$ cat src/rtl/decode_stream.sv
// decode_stream: 24-bit MSB-first bit aligner feeding decode_ctl with a 13-bit window.
// Handles byte loading, variable-width consume, end-of-input drain, end-marker flush and underrun.
module decode_stream (
  input  logic        clk,
  input  logic        rst,
  input  logic [7:0]  in_data,
  input  logic        in_valid,
  input  logic        in_last,
  output logic        in_ack,
  output logic [12:0] stream_data,
  output logic        stream_valid,
  input  logic [3:0]  stream_width,
  input  logic        stream_ack,
  input  logic        all_end,
  output logic        stream_err
);

  typedef enum logic [1:0] {S_RUN, S_DRAIN, S_FLUSH, S_DONE} state_t;

  state_t      state;
  logic [23:0] bit_buf;
  logic [4:0]  cnt;
  logic        last_seen;

  logic [3:0]  w;
  logic [5:0]  rem;
  logic [4:0]  cnt_sat;
  logic [23:0] shifted;
  logic [23:0] loaded;

  // NOTE: every always_comb output gets a default first so no path can infer a latch.
  always_comb begin
    stream_data  = bit_buf[23:11];
    stream_valid = 1'b0;
    in_ack       = 1'b0;
    w            = 4'd0;

    case (state)
      S_RUN:   stream_valid = (cnt >= 5'd13);
      S_DRAIN: stream_valid = (cnt != 5'd0);
      default: stream_valid = 1'b0;
    endcase

    if (stream_ack && stream_valid)
      w = (stream_width > 4'd13) ? 4'd13 : stream_width;

    // rem is signed in effect: it only goes negative when a drain consume overshoots.
    rem     = {1'b0, cnt} - {2'b00, w};
    cnt_sat = rem[5] ? 5'd0 : rem[4:0];

    case (state)
      S_RUN:   in_ack = in_valid && !all_end && (rem <= 6'd16);
      S_FLUSH: in_ack = in_valid;
      default: in_ack = 1'b0;
    endcase

    // The new byte lands directly below the bits that survive this cycle's consume.
    shifted = bit_buf << w;
    loaded  = shifted | ({in_data, 16'h0000} >> rem);
  end

  // NOTE: synchronous reset checked first inside the clocked block; state updates use <= only.
  always_ff @(posedge clk) begin
    if (rst) begin
      state      <= S_RUN;
      bit_buf    <= '0;
      cnt        <= '0;
      last_seen  <= 1'b0;
      stream_err <= 1'b0;
    end else begin
      case (state)
        S_RUN: begin
          if (all_end) begin
            bit_buf <= '0;
            cnt     <= '0;
            state   <= last_seen ? S_DONE : S_FLUSH;
          end else begin
            bit_buf <= in_ack ? loaded : shifted;
            cnt     <= rem[4:0] + (in_ack ? 5'd8 : 5'd0);
            if (in_ack && in_last) begin
              last_seen <= 1'b1;
              state     <= S_DRAIN;
            end
          end
        end
        S_DRAIN: begin
          if (all_end) begin
            bit_buf <= '0;
            cnt     <= '0;
            state   <= last_seen ? S_DONE : S_FLUSH;
          end else begin
            bit_buf <= shifted;
            cnt     <= cnt_sat;
            if (cnt_sat == 5'd0) begin
              stream_err <= 1'b1;
              state      <= S_DONE;
            end
          end
        end
        S_FLUSH: begin
          if (in_valid && in_last)
            state <= S_DONE;
        end
        default: state <= S_DONE;
      endcase
    end
  end

endmodule

$ cat config.mk
export PLATFORM = sky130hd
export DESIGN_NAME = decode_stream
export DESIGN_NICKNAME = d
export VERILOG_FILES = /design/src/rtl/decode_stream.sv
export SDC_FILE = /design/constraint.sdc
export NUM_CORES = 1
export LEC_CHECK = 0
export CORE_UTILIZATION = 45
export DETAILED_ROUTE_END_ITERATION = 12
export PLACE_DENSITY = 0.73
export SLEW_MARGIN = 15
export SYNTH_ARGS = -nofsm -noshare
export SYNTH_HDL_FRONTEND = slang
export SYNTH_SLANG_ARGS = --single-unit
$ cat constraint.sdc
create_clock -name clk -period 5.52 [get_ports clk]
set_clock_uncertainty 0.05 [all_clocks]
set_input_delay 0.828 -clock clk [delete_from_list [all_inputs] [get_ports clk]]
set_output_delay 0.828 -clock clk [all_outputs]
set_load 0.005 [all_outputs]
== Yosys cells after proc, flatten, opt, wreduce, memory -nomap -nowiden ==
Index checks and enable logic that the tools add are counted.
Storage, ports and cells
  flip-flop bits (word level): 33
  latch bits: 0
  memory bits (writable): 0
  bits in read-only memories: 0
  bits of input ports: 18
  output and inout bits: 16
  memories: 0
Cells by class
  add/subtract/negate cells: 2
  multipliers: 0
  divide/modulo/power cells: 0
  order comparisons: 3
  equal/unequal tests: 5
  shift operators: 2
  multiplexer cells: 20
  bitwise operators: 2
  reductions and logical operators: 13
Operator list (count)
  $mux W24: 3
  $pmux W24 S2: 1
  $or A24 B24 Y24: 1
  $shl A24 B4 Y24: 1
  $shr A24 B6 Y24: 1
  $mux W5: 3
  $mux W4: 3
  $mux W2: 5
  $pmux W5 S2: 1
  $reduce_and A3 Y1: 3
  $le A6 B5 Y1 const B: 1
  $ne A3 B3 Y1 const B: 2
  $pmux W2 S3: 1
  $sub A5 B4 Y6: 1
  $add A5 B4 Y5: 1
  $ge A5 B4 Y1 const B: 1
  $logic_and A1 B1 Y1: 5
  $logic_not A5 Y1: 1
  $reduce_bool A5 Y1: 1
  $gt A4 B4 Y1 const B: 1
  $pmux W1 S2: 2
  $eq A2 B1 Y1 const B: 1
  $eq A2 B2 Y1 const B: 1
  $logic_not A2 Y1: 1
  other kinds (5): 5

== Longest topological paths before layout ==
  depth in word-level cells: 12
  gate-level depth with buffers: 20

== Worst setup path after synthesis ==
OpenSTA, ideal clock, no wires.
  kind: in2out
  from: in stream_width[2]
  to: out in_ack
  data arrival time: 3.354 ns
  setup slack: 1.288 ns
  cell stages on the path: 13
  path buffers: 3
  cell sequence: buf_2 a21bo_1 nor3_4 clkinv_2 buf_6 ha_1 nand2b_1 a21oi_1 xnor2_2 inv_1 buf_2 o211ai_1 o311a_1
Between the ends
  word-level cells in the longest chain between the ends: 7
Ends and longest elaborated chain
  start: declaration: RTL line 12  | input logic [3:0] stream_width,
  $gt A4 B4 Y1: RTL line 45  | w = (stream_width > 4'd13) ? 4'd13 : stream_width;
  $mux W4 *: RTL line 45
  $mux W4 *: RTL line 44  | if (stream_ack && stream_valid)
  $sub A5 B4 Y6 *: RTL line 48  | rem = {1'b0, cnt} - {2'b00, w};
  $le A6 B5 Y1 *: RTL line 52  | S_RUN: in_ack = in_valid && !all_end && (rem <= 6'd16);
  $logic_and A1 B1 Y1 *: RTL line 52
  $pmux W1 S2 *: RTL line 51  | case (state)
  end: declaration: RTL line 9  | output logic in_ack,
Every way passes the cells marked *; elsewhere a longest branch is shown, timed or not.

== Worst setup path in the final report ==
  from: in stream_width[3]
  to: out in_ack
Same word-level chain as after synthesis.

==> results by group <==
GRT
  • GRT Residual Overflow: 0
  • Largest net degree at the start of global routing: 28
  • Total GRT Usage: 0.3246
  • First-pass GRT wire length: around 22,000 µm
  • Vias in the first global route: 3,922
  • Antenna violations before repair: 0

Worst setup path
  • Worst EP required: 4.64 ns
  • Critical Path Fanout Max: 13
  • Crit. End Element: output port
  • Crit path DAT: ~4.2 ns
  • RR Endpoint: bit_buf[16]$_SDFFE_PP0N_
  • CP Launch Type: input pin
  • Worst Reg-to-Reg Cells: 11
  • Crit Reg-Reg Startpoint: state[0]$_SDFFE_PP0P_
  • Crit Path Class: input pin to output port
  • R2r setup slk: between 1 and 1.5 ns

Logic synthesis
  • Synth Area in XOR/XNOR: 0.01122
  • Top FF cell, synth: dfxtp_1
  • Ys Warns: 0
  • Post-Synthesis Net Count: 544
  • Synthesized area: 0.003792 mm²
  • Post-Synth Simple-Gate Area: 0.2428
  • Compound-cell area share of the yosys netlist: 0.3748
  • Largest family of logic cells by synthesized area: compound AO/OA/AOI/OAI gates
  • Avg Cell Area, Syn: 7.293 µm²
  • Multiplexer share of the synthesized area: 0.07885
  • Post-synth cell types: 78
  • Seq/Total Area, Yosys: 0.1742
  • Flops & latches, synth: 33
  • FFs w/ async S/R, synth: 0
  • Gate Count Post-Synth: 520
  • Post-Synth Adder-Cell Area: 0.01980
  • Post-synth EDFFs: 0

Clock tree
  • Setup Fix Bufs, Post-CTS: 0
  • Clock Sinks: 33
  • PostCTS Resize Cnt: 0
  • H-Tree Depth: 2
  • CTS tree: done
  • Total CTS buffers: 5
  • Hold_buf cts: 0
  • Skew-Pair Late Insertion Delay: 0.29 ns
  • Clock buffer depth: 2
  • Clk root buf: clkbuf_8
  • Clock-pin slew on the worst setup and hold paths: 0.07 ns

STA
  • Fin crit share: 0.9252
  • Post-Route Setup TNS: 0 ns
  • Final setup margin: 0.4129 ns
  • Final hold vios: 0
  • Final min period: 5.107 ns
  • Unrepaired setup endpoints after global routing: no
  • Relative slew slack: 0.2528
  • Tightest Pin Transition: 1.115 ns
  • Setup violators final: 0
  • Fin. max-slew vios: 0
  • Max Freq: 0.1958 GHz

Route
  • Initial DRC Count: 598
  • Via count: 4,340
  • Drt drc: 0
  • TritonRoute pass-1 iters: 5
  • Post-route ant nets: 0
  • Routed WL per cell: 22.04 µm
  • Drt total wl: 13,930 µm
  • Vias per inst: 6.867

Finish
  • Fillers: 791
  • Commonest non-fill, non-tap cells in the layout: nand2_1, nor2_1, dfxtp_1, clkdlybuf4s50_1, a21oi_1
  • Layout cell share with drive strength beyond 1: 0.1214
  • Diodes inserted: 0
  • Commonest non-fill, non-tap cell in the layout: nand2_1
  • Area grow syn2layout: 10.59%
  • # nets final: 550

Run status
  • Status: completed

Placement
  • IO Port Bufs: 33
  • Hpwl dp: 10,630 µm
  • RD Place Congestion: 0.9734
  • Pre-CTS setup slack: 0.5156 ns

Floorplan
  • Starting Density: 0.4639
  • Area of the core: 0.008175 mm²
  • Die extent in y: roughly 94 µm
  • Num rows: 33
  • Die W: 93.80 µm
  • I/O pin count: 34
  • Die area: roughly 0.0088 mm²

Pwr
  • Peak supply drop: 126.6 µV
  • Power consumption: 0.7291 mW
  • Pwr Density: 173.9 mW/mm²
  • Leakage: 1.484 nW

Min path
  • HP Start: last_seen$_SDFFE_PP0P_
  • Hold Path Cell Cnt: 2
  • WHS Endpoint: last_seen$_SDFFE_PP0P_
  • Hold Path Class: flip-flop to flip-flop

Run
  • Max Cap Violations: 0
layout make-up:
class,instances,area (µm²),area share
Multi-Input combinational cell,413,2759,0.6578
Sequential cell,33,660.6,0.1575
Timing Repair Buffer,53,480.5,0.1146
Tap cell,105,131.4,0.03132
Inverter,20,76.32,0.01820
Clock buffer,5,68.82,0.01641
Clock inverter,3,17.52,0.004177
per-stage QoR:
stage / std cells / instance area [µm²] / util / hold WS (ns)
2_1_floorplan: 520 / 3792 / - / 0.3910
3_3_place_gp: 624 / 4108 / 0.5024 / 0.4051
3_5_place_dp: 624 / 4108 / 0.5024 / 0.4223
4_1_cts: 632 / 4194 / 0.5130 / 0.4394
5_1_grt: 632 / 4194 / 0.5130 / 0.4625
6_report: 632 / 4194 / 0.5130 / 0.4316
sequential cells by signal (all words and copies together) (netlist names):
name / count
cnt: 5
bit_buf: 24
last_seen: 1
stream_err: 1
state: 2
synthesized netlist by cell type, drive strengths merged, types with 8 or more instances:
cell type,instances,area share
mux2i,13,0.034
a21o,8,0.018
a32oi,13,0.030
nand2,50,0.050
o22ai,15,0.032
a21oi,30,0.040
nand3,15,0.020
a221oi,9,0.024
nor2,48,0.048
a31oi,8,0.013
buf,33,0.057
dfxtp,33,0.17
a211oi,14,0.034
o21ai,28,0.037
inv,17,0.017
nor4,10,0.016
nor3,26,0.039
clkbuf,21,0.021
how the worst max path moves through the flow:
stage,from,to,slack [ns]
3_3_place_gp,stream_width[3],in_ack,0.62
5_1_grt,stream_width[3],in_ack,0.24
3_5_place_dp,stream_width[3],in_ack,0.52
4_1_cts,stream_width[3],in_ack,0.48
6_report,stream_width[3],in_ack,0.41
2_1_floorplan,stream_width[2],in_ack,1.29
critical path: stages:
cell and delay [ns]:
clkdlybuf4s50_1 0.75, a31o_2 0.40, nand3_1 0.14, inv_1 0.28
ha_1 0.32, nand2b_1 0.18, a21oi_1 0.11, xnor2_2 0.16
inv_1 0.09, o211ai_1 0.25, o311a_1 0.21, clkdlybuf4s50_1 0.51
cells by family after synthesis:
kind of cell | after synthesis
multiplexers | 24
flip-flops | 33
buffers and inverters | 74
AND/OR/NAND/NOR | 190
XOR/XNOR | 4
adder cells (fa/ha/maj) | 6
AO/OA/AOI/OAI | 189
per-layer routing:
metal	wire [µm]	vias up	share of wire	GRT usage
met4	300	0	0.022	0.08077
li1	-	1985	-	-
met3	1597	26	0.11	0.08738
met2	6161	284	0.44	0.4994
met5	0	-	0	0
met1	5869	2045	0.42	0.4459
power breakdown:
| part | switching [mW] | internal [mW] |
|---|---|---|
| Combinational | 0.171 | 0.109 |
| Sequential | 0.0181 | 0.249 |
| Clock | 0.0957 | 0.0871 |
| Total | 0.285 | 0.445 |
Note: power is estimated with default switching activity, not from simulation.
